File: src/rtl/hilo_muldiv_ctrl.sv
// hilo_muldiv_ctrl: multi-cycle multiply/divide sequencer that owns the HI/LO pair.
// Runs WIDTH-iteration shift-add multiply and restoring divide on operand
// magnitudes, then applies sign correction / MADD-MSUB accumulation at FIXUP.
// Ports:
//   Clk, Reset_n         clock, asynchronous active-low reset
//   Start, Op, A, B      request, opcode, rs/rt operands (sampled at accept only)
//   Flush                abort in-flight operation (also blocks a same-cycle Start)
//   ReadHiLo             MFHI/MFLO in ID this cycle
//   Busy                 operation in flight (RUN or FIXUP)
//   Stall                combinational: Busy & (Start | ReadHiLo)
//   Done, DivByZero      1-cycle pulses the cycle after the HI/LO commit
//   Hi, Lo               current HI/LO registers
module hilo_muldiv_ctrl #(
    parameter int unsigned WIDTH = 32
) (
    input  logic             Clk,
    input  logic             Reset_n,
    input  logic             Start,
    input  logic [2:0]       Op,
    input  logic [WIDTH-1:0] A,
    input  logic [WIDTH-1:0] B,
    input  logic             Flush,
    input  logic             ReadHiLo,
    output logic             Busy,
    output logic             Stall,
    output logic             Done,
    output logic             DivByZero,
    output logic [WIDTH-1:0] Hi,
    output logic [WIDTH-1:0] Lo
);

    localparam int unsigned CW = (WIDTH > 1) ? $clog2(WIDTH) : 1;
    localparam int unsigned DW = 2 * WIDTH;

    localparam logic [2:0] OP_MULT  = 3'b000;
    localparam logic [2:0] OP_MULTU = 3'b001;
    localparam logic [2:0] OP_DIV   = 3'b010;
    localparam logic [2:0] OP_DIVU  = 3'b011;
    localparam logic [2:0] OP_MTHI  = 3'b100;
    localparam logic [2:0] OP_MTLO  = 3'b101;
    localparam logic [2:0] OP_MADD  = 3'b110;
    localparam logic [2:0] OP_MSUB  = 3'b111;

    typedef enum logic [1:0] {IDLE, RUN, FIXUP} state_t;

    state_t           state, state_nxt;
    logic [CW-1:0]    count, count_nxt;
    logic [2:0]       op_q, op_q_nxt;
    logic [WIDTH-1:0] opa, opa_nxt, opb, opb_nxt;
    logic [WIDTH-1:0] acc_hi, acc_hi_nxt, acc_lo, acc_lo_nxt;
    logic [WIDTH-1:0] hi, hi_nxt, lo, lo_nxt;
    logic             res_neg, res_neg_nxt, rem_neg, rem_neg_nxt;
    logic             b_zero, b_zero_nxt;
    logic             busy, busy_nxt, done, done_nxt, dbz, dbz_nxt;

    // Accept-time operand conditioning
    logic             in_signed, in_div, in_a_neg, in_b_neg;
    logic [WIDTH-1:0] in_a_abs, in_b_abs;
    assign in_signed = (Op == OP_MULT) || (Op == OP_DIV) || (Op == OP_MADD) || (Op == OP_MSUB);
    assign in_div    = (Op == OP_DIV) || (Op == OP_DIVU);
    assign in_a_neg  = in_signed & A[WIDTH-1];
    assign in_b_neg  = in_signed & B[WIDTH-1];
    assign in_a_abs  = in_a_neg ? (~A + WIDTH'(1)) : A;
    assign in_b_abs  = in_b_neg ? (~B + WIDTH'(1)) : B;

    // One multiply step: conditional add of multiplicand, then shift {acc_hi,acc_lo} right
    logic [WIDTH:0] mul_sum;
    assign mul_sum = {1'b0, acc_hi} + (acc_lo[0] ? {1'b0, opa} : {(WIDTH+1){1'b0}});

    // One restoring-divide step: shift next dividend bit into remainder, trial subtract
    logic [WIDTH:0] div_shift, div_diff;
    assign div_shift = {acc_hi, acc_lo[WIDTH-1]};
    assign div_diff  = div_shift - {1'b0, opb};

    // Sign-corrected results consumed at FIXUP
    logic             op_is_div;
    logic [DW-1:0]    prod_mag, prod_signed, hilo_old;
    logic [WIDTH-1:0] quo_s, rem_s, a_orig;
    assign op_is_div   = (op_q == OP_DIV) || (op_q == OP_DIVU);
    assign prod_mag    = {acc_hi, acc_lo};
    assign prod_signed = res_neg ? (~prod_mag + DW'(1)) : prod_mag;
    assign hilo_old    = {hi, lo};
    assign quo_s       = res_neg ? (~acc_lo + WIDTH'(1)) : acc_lo;
    assign rem_s       = rem_neg ? (~acc_hi + WIDTH'(1)) : acc_hi;
    assign a_orig      = rem_neg ? (~opa + WIDTH'(1)) : opa;

    // State and datapath registers
    always_ff @(posedge Clk or negedge Reset_n) begin
        if (!Reset_n) begin
            state   <= IDLE;
            count   <= '0;
            op_q    <= '0;
            opa     <= '0;
            opb     <= '0;
            acc_hi  <= '0;
            acc_lo  <= '0;
            hi      <= '0;
            lo      <= '0;
            res_neg <= 1'b0;
            rem_neg <= 1'b0;
            b_zero  <= 1'b0;
            busy    <= 1'b0;
            done    <= 1'b0;
            dbz     <= 1'b0;
        end else begin
            state   <= state_nxt;
            count   <= count_nxt;
            op_q    <= op_q_nxt;
            opa     <= opa_nxt;
            opb     <= opb_nxt;
            acc_hi  <= acc_hi_nxt;
            acc_lo  <= acc_lo_nxt;
            hi      <= hi_nxt;
            lo      <= lo_nxt;
            res_neg <= res_neg_nxt;
            rem_neg <= rem_neg_nxt;
            b_zero  <= b_zero_nxt;
            busy    <= busy_nxt;
            done    <= done_nxt;
            dbz     <= dbz_nxt;
        end
    end

    // Next-state and datapath update
    always_comb begin
        state_nxt   = state;
        count_nxt   = count;
        op_q_nxt    = op_q;
        opa_nxt     = opa;
        opb_nxt     = opb;
        acc_hi_nxt  = acc_hi;
        acc_lo_nxt  = acc_lo;
        hi_nxt      = hi;
        lo_nxt      = lo;
        res_neg_nxt = res_neg;
        rem_neg_nxt = rem_neg;
        b_zero_nxt  = b_zero;
        done_nxt    = 1'b0;
        dbz_nxt     = 1'b0;

        case (state)
            IDLE: begin
                if (Start && !Flush) begin
                    if (Op == OP_MTHI) begin
                        hi_nxt = A;
                    end else if (Op == OP_MTLO) begin
                        lo_nxt = A;
                    end else begin
                        op_q_nxt    = Op;
                        opa_nxt     = in_a_abs;
                        opb_nxt     = in_b_abs;
                        res_neg_nxt = in_a_neg ^ in_b_neg;
                        rem_neg_nxt = in_a_neg;
                        b_zero_nxt  = (B == '0);
                        acc_hi_nxt  = '0;
                        acc_lo_nxt  = in_div ? in_a_abs : in_b_abs;
                        count_nxt   = '0;
                        state_nxt   = RUN;
                    end
                end
            end
            RUN: begin
                if (Flush) begin
                    state_nxt = IDLE;
                end else begin
                    if (op_is_div) begin
                        if (!div_diff[WIDTH]) begin
                            acc_hi_nxt = div_diff[WIDTH-1:0];
                            acc_lo_nxt = {acc_lo[WIDTH-2:0], 1'b1};
                        end else begin
                            acc_hi_nxt = div_shift[WIDTH-1:0];
                            acc_lo_nxt = {acc_lo[WIDTH-2:0], 1'b0};
                        end
                    end else begin
                        acc_hi_nxt = mul_sum[WIDTH:1];
                        acc_lo_nxt = {mul_sum[0], acc_lo[WIDTH-1:1]};
                    end
                    count_nxt = count + CW'(1);
                    if (count == CW'(WIDTH - 1)) begin
                        state_nxt = FIXUP;
                    end
                end
            end
            FIXUP: begin
                state_nxt = IDLE;
                if (!Flush) begin
                    done_nxt = 1'b1;
                    case (op_q)
                        OP_MULT, OP_MULTU: {hi_nxt, lo_nxt} = prod_signed;
                        OP_MADD:           {hi_nxt, lo_nxt} = hilo_old + prod_signed;
                        OP_MSUB:           {hi_nxt, lo_nxt} = hilo_old - prod_signed;
                        default: begin
                            if (b_zero) begin
                                lo_nxt  = '1;
                                hi_nxt  = a_orig;
                                dbz_nxt = 1'b1;
                            end else begin
                                lo_nxt = quo_s;
                                hi_nxt = rem_s;
                            end
                        end
                    endcase
                end
            end
            default: state_nxt = IDLE;
        endcase

        busy_nxt = (state_nxt != IDLE);
    end

    assign Busy      = busy;
    assign Stall     = busy & (Start | ReadHiLo);
    assign Done      = done;
    assign DivByZero = dbz;
    assign Hi        = hi;
    assign Lo        = lo;

endmodule

File: config.mk
export PLATFORM = sky130hd
export DESIGN_NAME = hilo_muldiv_ctrl
export DESIGN_NICKNAME = d
export VERILOG_FILES = /design/src/rtl/hilo_muldiv_ctrl.sv
export SDC_FILE = /design/constraint.sdc
export NUM_CORES = 1
export LEC_CHECK = 0
export ABC_CLOCK_PERIOD_IN_PS = 6850
export CAP_MARGIN = 0
export CORE_ASPECT_RATIO = 0.9
export CORE_MARGIN = 1.5
export CORE_UTILIZATION = 35
export CTS_BUF_LIST = sky130_fd_sc_hd__clkbuf_4 sky130_fd_sc_hd__clkbuf_8 sky130_fd_sc_hd__clkbuf_16
export CTS_CLUSTER_SIZE = 14
export DETAILED_ROUTE_END_ITERATION = 10
export HOLD_SLACK_MARGIN = 0.02
export PLACE_DENSITY = 0.53
export SLEW_MARGIN = 20
export SYNTH_ARGS = -nofsm -noshare
export SYNTH_HDL_FRONTEND = slang
export SYNTH_SLANG_ARGS = --single-unit
File: constraint.sdc
create_clock -name Clk -period 6.85 [get_ports Clk]
set_input_delay 1.37 -clock Clk [delete_from_list [all_inputs] [get_ports Clk]]
set_output_delay 1.37 -clock Clk [all_outputs]
set_load 0.01 [all_outputs]
## Word level (Yosys, flattened, before mapping)

Cells that the tools add are included.

- Word-level logic and storage cells: 132
- Output and inout bits: 68
- Register bits: 208

- Bitwise gates (word level): 13
- Mux-type cells: 52
- Equal/unequal tests: 21
- Add/sub/neg operators: 11
- Reductions and logical operators: 20

Operator list:

| cell | number |
|---|---|
| 2-to-1 mux 32 bit | 27 |
| one-hot mux 32 bit (2 select lines) | 4 |
| one-hot mux 32 bit (3 select lines) | 2 |
| adder 32 x 1 -> 32 bit, second input constant | 5 |
| inverter 32 bit | 5 |
| adder 64 x 1 -> 64 bit, second input constant | 1 |
| adder 64 bit | 1 |
| 2-to-1 mux 64 bit | 1 |
| inverter 64 bit | 1 |
| subtractor 64 bit | 1 |
| adder 32 x 32 -> 33 bit | 1 |
| subtractor 33 x 32 -> 33 bit | 1 |
| logical NOT 32 bit | 1 |
| 2-to-1 mux 5 bit | 4 |
| equality test 3 bit, second input constant | 6 |
| inequality test 2 bit, second input constant | 7 |
| equality test 3 x 2 -> 1 bit, second input constant | 4 |
| 2-to-1 mux 2 bit | 5 |
| one-hot mux 5 bit (2 select lines) | 1 |
| AND reduction 5 bit | 2 |
| AND reduction 4 bit | 2 |
| 2-to-1 mux 1 bit | 7 |
| logical NOT 3 bit | 2 |
| nonzero test 2 bit | 3 |
| other kinds (16) | 23 |

## Depth between registers and ports, before layout

Gate-level depths: netlist (run 1).

- Depth after elaboration: 11
- Gate-level depth with buffers: 22

## Worst setup path before layout (run 1)

OpenSTA, ideal clock, no wires.

- Kind: reg-to-reg
- From: register acc_lo[14]
- To: register hi[29] (netlist: Hi[29])
- Period minus slack after synthesis: 5.063 ns
- Cell stages (with the launch flop): 20
- Path buffers: 1
- Path slack: 1.787 ns
- Data arrival time: 4.935 ns
- Cell sequence: dfrtp_1 or3_4 or4_4 nor4_1 nand3_1 clkbuf_1 o21ai_0 xnor2_1 ha_1 and3_1 and2_1 a221o_1 or3_1 o22a_1 a31oi_1 o21ai_1 or3_1 o311ai_0 or4_1 nand3_1

- Cells in the longest elaborated chain, start to end: 7
- Elaborated cells on any way between the ends: 8
- Those cells by class: add/sub: 3; mux: 4; bitwise: 1

RTL lines:

| item | RTL line | RTL |
|---|---|---|
| from (decl) | 50 | `logic [WIDTH-1:0] acc_hi, acc_hi_nxt, acc_lo, acc_lo_nxt;` |
| from (signal assigned) | 112 | `acc_lo <= acc_lo_nxt;` |
| inverter 64 bit | 81 | `assign prod_signed = res_neg ? (~prod_mag + DW'(1)) : prod_mag;` |
| adder 64 x 1 -> 64 bit | 81 |  |
| 2-to-1 mux 64 bit (*) | 81 |  |
| subtractor 64 bit / adder 64 bit (equally long branches) | 191, 190 |  |
| one-hot mux 32 bit (3 select lines) (*) | 188 | `case (op_q)` |
| 2-to-1 mux 32 bit (*) | 186 | `if (!Flush) begin` |
| one-hot mux 32 bit (2 select lines) (*) | 141 | `case (state)` |
| to (signal assigned) | 113 | `hi <= hi_nxt;` |
| to (decl) | 51 | `logic [WIDTH-1:0] hi, hi_nxt, lo, lo_nxt;` |

Every way passes the cells marked *; elsewhere a longest branch is shown, timed or not. The select of a mux whose other input is x is not followed.
A chain may end at the register's enable or synchronous reset.

## Worst setup path in the final report (run 1)

- From: register acc_lo[5]
- To: register hi[29] (netlist: Hi[29])

Same word-level chain as after synthesis.

==> impl.org, run 1 <==
** Outcome
- Outcome :: finished, final reports clean

** Logic synthesis
- Number of flops mapped to enable cells by yosys :: 0
- The largest total area in the synthesized netlist belongs to dfrtp_1.
- The number of nets in the synthesized netlist is 3940.
- In the post-synthesis netlist, the biggest area contributors are dfrtp_1 (20%), ha_1 (10%), o21ai_0 (6.8%).
- Most common cell in the synthesized netlist :: nand2_1
- Counting instances in the post-synthesis netlist gives the leading cell types as nand2_1 (405), o21ai_0 (357), a21oi_1 (354).
- Number of storage elements in the synthesis netlist :: 208
- Number of distinct library cells after synthesis :: 97
- During synthesis, Yosys emitted a total of 0 warnings.
- Post-synthesis sequential area ratio :: between 10% and 20%
- For this run, the leading register cell type out of synthesis is dfrtp_1.
- Post-Synthesis Cells :: 3651
- Synthesized area divided by synthesized cell count :: 7.23 um^2
- In the synthesized netlist the async set-or-reset flop fraction comes to 100%.
- After synthesis the cells add up to around 26000 um^2.
- Summed over its instances, the top area cell type makes up between 10% and 20% of the synthesized netlist area.

** Routing
- After detailed routing, the total wire length is 116 mm.
- After detailed routing, the average wire length per cell comes to 25.1 um.
- Detailed Routing Iterations Pass 1 :: 6
- DRC violation total after the first TritonRoute iteration :: between 3000 and 4000
- After detailed routing, the number of remaining DRC violations is 0.
- Routed Antenna Nets :: 0
- Vias per Instance :: approximately 6.1
- Count of vias placed by the detailed router :: ~28000

** Timing
- Based on the critical path, the design can be clocked at up to 156 MHz.
- Setup violations remaining at the end of the flow were counted as 0.
- Between clock sinks in the finished design, the worst skew comes to ~14 ps.
- Across all setup checks in the final design, the least slack found is 419 ps.
- The clock period could shrink to roughly 6400 ps.
- In this run the tightest slew margin relative to its limit is a little under a third.
- The tightest hold path in the finished design has a slack of between 400 and 500 ps.
- Setup tns final :: 0 ps
- The final count of pins violating max slew is 0.
- Share of the clock period used by the worst path :: between 90% and 100%
- For the pin with the worst max-slew slack, the measured transition is approximately 1000 ps.
- Setup repair after global routing missed its margin :: no
- Count of final hold-check violations :: 0

** Final layout
- After routing the design area is 29600 um^2.
- Non-filler cells in the finished layout :: between 4000 and 5000
- Measured on the finished design, the core utilization comes to 39.7%.
- Share of layout cells above drive strength 1 :: 5.40%
- Total Nets Final :: 3933
- Relative to the synthesized area, the layout overhead comes to 12.2%.

** Floorplan
- I/O Pins :: 140
- Area of the die :: between 70000 and 80000 um^2
- Measured along the x axis, the die boundary spans 293 um.
- Die Ht :: about 260 um
- For this configuration, the core starts out at a cell density of a little over a third.
- After floorplanning, the core was divided into 95 placement rows.
- The region available for standard cell placement spans approximately 75000 um^2.

** Placed design
- Buffers placed on the I/O ports in this run total roughly 140.
- Last weighted congestion value of the routability-driven placer :: about 1.0
- Worst Setup Slack post-DPL :: slightly below 700 ps
- Placement-stage cell area :: 28600 um^2
- Detailed placement ended at an HPWL of a little over 90 mm.
- Instance count after placement with tap cells included :: between 4000 and 5000

** Job
- Number of max-cap violations :: 0

** Worst setup path
- Worst endpoint data arrival time :: between 6000 and 7000 ps
- STA classifies the critical path startpoint as a flip-flop.
- STA puts the critical path data required time at roughly 7300 ps.
- CP endpoint kind :: flip-flop
- Worst Setup Path Type :: reg2reg
- In this run the worst path has a maximum fanout of 14.

** Clocking
- Hold repair after CTS inserted 0 buffers.
- In this run the number of H-tree levels came out at 1.
- The clock net in this run drives a total of about 210 sinks.
- Clock transition time at the flip-flop clock pins of the worst setup and hold paths :: 60 ps
- TritonCTS built the clock tree.
- The cell sitting at the root of the clock tree is a clkbuf_16.
- Setup bufs post-CTS :: 0
- After clock tree synthesis, the repair step resized 0 gates.
- Total clock buffers created by CTS :: 29
- In this run the deepest clock path goes through 3 buffers.
- Clock latency reported for the late side of the worst-skew pair :: 590 ps

** Min path
- The path class of the tightest hold or removal check is reg2reg.

** Power
- IR analysis of the VDD net gives a maximum drop of 0.000221 V.
- For this design the static power due to leakage is about 12 nW.
- Power per Cell Area :: around 500 nW/um^2
- Overall power of the completed layout :: roughly 15 mW

** Global routing
- The first global-routing pass estimated 172 mm of wire.
- The via count of the first global-routing pass is 25908.
- Overflow left after global routing :: 0
- Initial antenna violation count :: 1
- Entering global routing, the biggest net connects 97 pins.
- Global routing usage summed across all routing layers :: roughly 30%
-- worst max-delay path: stages, from the launching register on --
cell and delay, ps:
dfrtp_1 440, nor4_1 830, nand4b_1 330, nor4_4 460, nand2_1 170, o41ai_1 390
xnor2_1 310, ha_1 510, or4_1 580, nand4b_1 260, nor2_1 130, o21ai_0 80
a31oi_1 360, o21ai_0 210, nand2_1 220, a31oi_1 220, o311ai_0 550, or4_1 190
nand3_1 70
-- metal layers --
metal	up-vias	part of all wire, %	GRT usage, %
met5	-	0	0
met4	0	2.7	7.49
met3	137	9.0	4.48
met2	1352	41	42.1
met1	13579	47	44.4
li1	13205	-	-
-- path summary, 6_finish.rpt --
path                       slack, ps                     end  depth (start not counted)             startpoint
max in group asynchronous       4950     res_neg$_DFFE_PN0P_                          2                Reset_n
setup / recovery                 420      Hi[29]$_DFFE_PN0P_                         18  acc_lo[5]$_DFFE_PN0P_
hold reg to reg                  480     opb[12]$_DFFE_PN0P_                          2    opb[12]$_DFFE_PN0P_
min in group asynchronous        730  acc_hi[27]$_DFFE_PN0P_                          1                Reset_n
hold / removal                   480     opb[12]$_DFFE_PN0P_                          2    opb[12]$_DFFE_PN0P_
setup reg to reg                 420      Hi[29]$_DFFE_PN0P_                         18  acc_lo[5]$_DFFE_PN0P_
-- flip-flops by register name, summed over array words and instances, names as in the netlist --
name	cells
Busy	1
DivByZero	1
Done	1
Hi	32
Lo	32
acc_hi	32
acc_lo	32
b_zero	1
count	5
op_q	3
opa	32
opb	32
rem_neg	1
res_neg	1
state	2
-- logic make-up after synthesis --
family / share of synthesized area, %
mux: 2.96
fa+ha+maj: 10.4
compound gates: 30.0
xor+xnor: 9.68
simple gates: 21.0
flops: 19.7
buf+inv: 6.28
-- power breakdown --
group	internal [mW]	total, mW	switching, mW
clock	0.969	1.61	0.644
combinational	3.93	10.9	6.94
sequential	1.56	2.29	0.731
total	6.47	14.8	8.32
-- placed cells by master (no fill, tap or decap), types with 42 or more instances in the layout --
cell,count
o21bai_1,42
nand2_1,405
nand3_1,47
xnor2_1,197
o21ai_0,356
a21oi_1,354
buf_4,55
inv_1,196
dfrtp_1,205
and2_1,45
nor2_1,303
clkdlybuf4s50_1,138
a21o_1,58
ha_1,211
xor2_1,94
nor3_1,59
mux2i_1,68
a31oi_1,72
o31ai_1,60
-- final cells by class --
type	count	area, um^2
diodes	1	2.50
clock inverters	9	101
inverters	200	751
flip-flops and latches	208	5210
clock buffers	45	896
multi-input cells	3010	19600
fillers	7930	45000
repair buffers	195	1830
well taps	970	1210
Note: power is estimated with default switching activity, not from simulation.
==> inputs of run 2 (changes only) <==
--- a/config.mk
+++ b/config.mk
@@ -12,8 +12,9 @@
 export CORE_UTILIZATION = 35
 export CTS_BUF_LIST = sky130_fd_sc_hd__clkbuf_4 sky130_fd_sc_hd__clkbuf_8 sky130_fd_sc_hd__clkbuf_16
-export CTS_CLUSTER_SIZE = 14
+export CTS_CLUSTER_SIZE = 16
 export DETAILED_ROUTE_END_ITERATION = 10
 export HOLD_SLACK_MARGIN = 0.02
 export PLACE_DENSITY = 0.53
+export SKIP_CTS_REPAIR_TIMING = 1
 export SLEW_MARGIN = 20
 export SYNTH_ARGS = -nofsm -noshare
==> constraint.sdc (replaced) <==
create_clock -name Clk -period 6.85 [get_ports Clk]
set_input_delay 1.0275 -clock Clk [delete_from_list [all_inputs] [get_ports Clk]]
set_output_delay 1.0275 -clock Clk [all_outputs]
set_load 0.01 [all_outputs]
==> run 2 against run 1 <==
Against the previous run:
- die area stayed put
- non-clock buffer count is 7 lower
- final cell count is 0.11% lower
- final area is 0.45% higher
- sequential share of layout area is 0.079 points lower
- clock power is 19% higher
- utilization is 0.18 points higher
- first-iteration DRC count is 0.90% lower
- critical path type unchanged
==> impl.org, run 2 (synthesized netlist as in run 1, its figures left out) <==
** Outcome
- The flow ran to the end, and the final reports show no timing, DRC or antenna violations.

** Routing
- The DRC violations left is 0 (unchanged).
- Wire length per cell after detailed routing :: 25.2 um (+0.41%)
- Count of vias placed by the detailed router :: 28117 (-0.55%)
- The met3 wire length is 11.7 mm (+12%).
- Routed Antenna Nets :: 0 (unchanged)
- The detailed-routing wirelength on met1 came to 54.4 mm (-1.0%).
- Detailed Routing Iterations Pass 1 :: 8 (+2)
- The final wirelength is 117 mm (+0.31%).
- Highest layer used for signal routing :: met4
- Met2 WL :: 46.5 mm (-2.3%)
- Vias per Instance :: 6.07 (-0.44%)
- The DRC marker count from the first detailed-route iteration was 3297 (-0.90%).

** Final layout
- Leaving out fill and tap cells, the most frequent cell in the layout is nand2_1.
- Final cell utilization of the core :: 39.9% (+0.18 points)
- Total Nets Final :: 3927 (-0.15%)
- Top library cells by usage in the layout, fill and taps aside :: nand2_1 (405), o21ai_0 (356), a21oi_1 (354)
- P&R area growth vs syn :: 12.7%
- Share of layout cells above drive strength 1 :: 5.27% (-0.13 points)
- The final-layout fill cell count is 7884 (-0.58%).

** Clocking
- The clock slew seen by the registers of the worst setup and hold paths is 60 ps (about the same).
- TritonCTS sink count :: 208 (unchanged)
- Total clock buffers created by CTS :: 30 (+3.4%)
- Clock latency reported for the late side of the worst-skew pair :: 620 ps (+30 ps)
- Number of levels the H-tree was split into :: 1 (unchanged)
- The worst-case clock buffer depth is 3 (unchanged).
- TritonCTS built the clock tree.
- Buffer type at the clock tree root :: clkbuf_16

** Job
- Number of max-cap violations :: 0 (unchanged)

** Floorplan
- The number of cell rows was 95 (unchanged).
- Placeable core area :: 74600 um^2 (unchanged)
- Starting density of the core :: 35.4% (unchanged)
- The horizontal die dimension was 293 um (unchanged).
- I/O Pins :: 140 (unchanged)
- Die Ht :: 264 um (unchanged)
- The die area is 77100 um^2 (unchanged).

** Worst setup path
- STA classifies the critical path endpoint as a flip-flop.
- Worst endpoint data arrival time :: 7110 ps (+210 ps)
- Delay of the slowest critical-path stage :: 770 ps (-60 ps)
- The kind of cell with the highest combined delay along the critical path is compound AO/OA/AOI/OAI gates.
- The worst setup path is launched from a flip-flop.
- The highest net fanout along the worst path is 10 (-4).
- The setup path with the least slack is of type reg2reg.
- The count of buffer and inverter cells on the critical path was 1 (+1).
- The setup slack of the worst register-to-register path was 270 ps (-150 ps).
- The critical path required time came to 7380 ps (+60 ps).
- Master of the slowest instance on the critical path :: a2111oi_0
- Critical path, cell by cell :: nor4_1 > nand2_1 > or2_2 > o31ai_1 > xnor2_1 > ha_1 > inv_1 > a21oi_1 > o21bai_1 > a2111oi_0 > a31oi_1 > o21ai_0 > nand2_1 > a31oi_1 > o311ai_0 > or4_1 > nand3_1

** Timing
- The setup slack of the critical path after layout is 274 ps (-145 ps).
- Layout Skew :: 20.5 ps (+6.74 ps)
- Achievable frequency :: 152 MHz (-2.2%)
- Count of final hold-check violations :: 0 (unchanged)
- The final sum of negative setup slack was 0 ps (unchanged).
- Setup repair after global routing missed its margin :: no
- The final count of pins violating max slew was 0 (unchanged).
- Actual slew at the worst max-slew pin :: 1050 ps (+8.22 ps)
- The setup-violating endpoint count in the final report is 0 (unchanged).
- Hold_ws :: 433 ps (-45.0 ps)
- Worst slew slack as a fraction of its limit :: 29.9% (-0.55 points)
- The shortest clock period the worst path allows after layout is 6580 ps (+145 ps).
- The final worst-path cycle share was 96.0% (+2.1 points).

** Placed design
- The number of port buffers came to 139 (unchanged).
- Last weighted congestion value of the routability-driven placer :: 1.01 (+1.7%)
- Worst Setup Slack post-DPL :: 544 ps (-135 ps)
- Half-perimeter wire length of the detailed placement result :: 91.6 mm (-0.20%)

** Global routing
- Global-route wire length before repair :: 171 mm (-0.62%)
- Initial antenna violation count :: 3 (+2)
- Global routing usage summed across all routing layers :: 29.1% (-0.049 points)
- Overflow left after global routing :: 0 (unchanged)
- Pin count of the biggest net entering global routing :: 114 (+18%)
- Number of global-route vias before repair :: 25730 (-0.69%)

** Power
- The power density relative to cell area was 506 nW/um^2 (+1.3%).
- The static leakage is 12.5 nW (+0.35%).
- Worst ir drop on vdd :: 0.000235 V (+6.5%)
- The post-layout total power was 15.0 mW (+1.7%).

** Min path
- Path type of the worst min-delay path :: in2async
run 2: cell count changes in the layout (fill, tap and decap cells not counted), sizes merged:
cell	delta
clkinv	+4
bufinv	+7
inv	-1
clkbuf	-8
buf	-7
run 2: area by class of cell:
cell class	instances	area (um^2)	area share, %
Clock buffer	37	835	2.80
Timing Repair Buffer	188	1780	5.97
Tap cell	970	1210	4.08
Sequential cell	208	5210	17.5
Clock inverter	19	349	1.17
Multi-Input combinational cell	3010	19600	65.9
Antenna cell	1	2.50	0.00841
Inverter	200	751	2.52
run 2: metal layers:
metal	global-route usage, %	vias up
li1	-	13196
met1	43.3	13389
met2	41.0	1355
met3	6.70	177
met4	8.72	0
met5	0	-
run 2: through the flow:
step                area, um^2  instances
floorplan                26400       3651
global placement         28600       4576
detailed placement       28600       4576
CTS                      29800       4632
global route             29800       4632
finish                   29800       4633
run 2: worst paths after layout:
path	from	to	cells past startpoint
worst min register to register	opb[26]$_DFFE_PN0P_	opb[26]$_DFFE_PN0P_	2
worst min-delay path	Reset_n	acc_hi[31]$_DFFE_PN0P_	1
min in group Clk	opb[26]$_DFFE_PN0P_	opb[26]$_DFFE_PN0P_	2
max in group asynchronous	Reset_n	res_neg$_DFFE_PN0P_	2
worst max-delay path	acc_lo[4]$_DFFE_PN0P_	Hi[29]$_DFFE_PN0P_	17
worst max register to register	acc_lo[4]$_DFFE_PN0P_	Hi[29]$_DFFE_PN0P_	17
run 2: power by group:
part / total [mW] / switching, mW / internal, mW
clock network: 1.91 / 0.704 / 1.20
registers: 2.30 / 0.734 / 1.56
logic: 10.8 / 6.91 / 3.93
total: 15.0 / 8.35 / 6.70
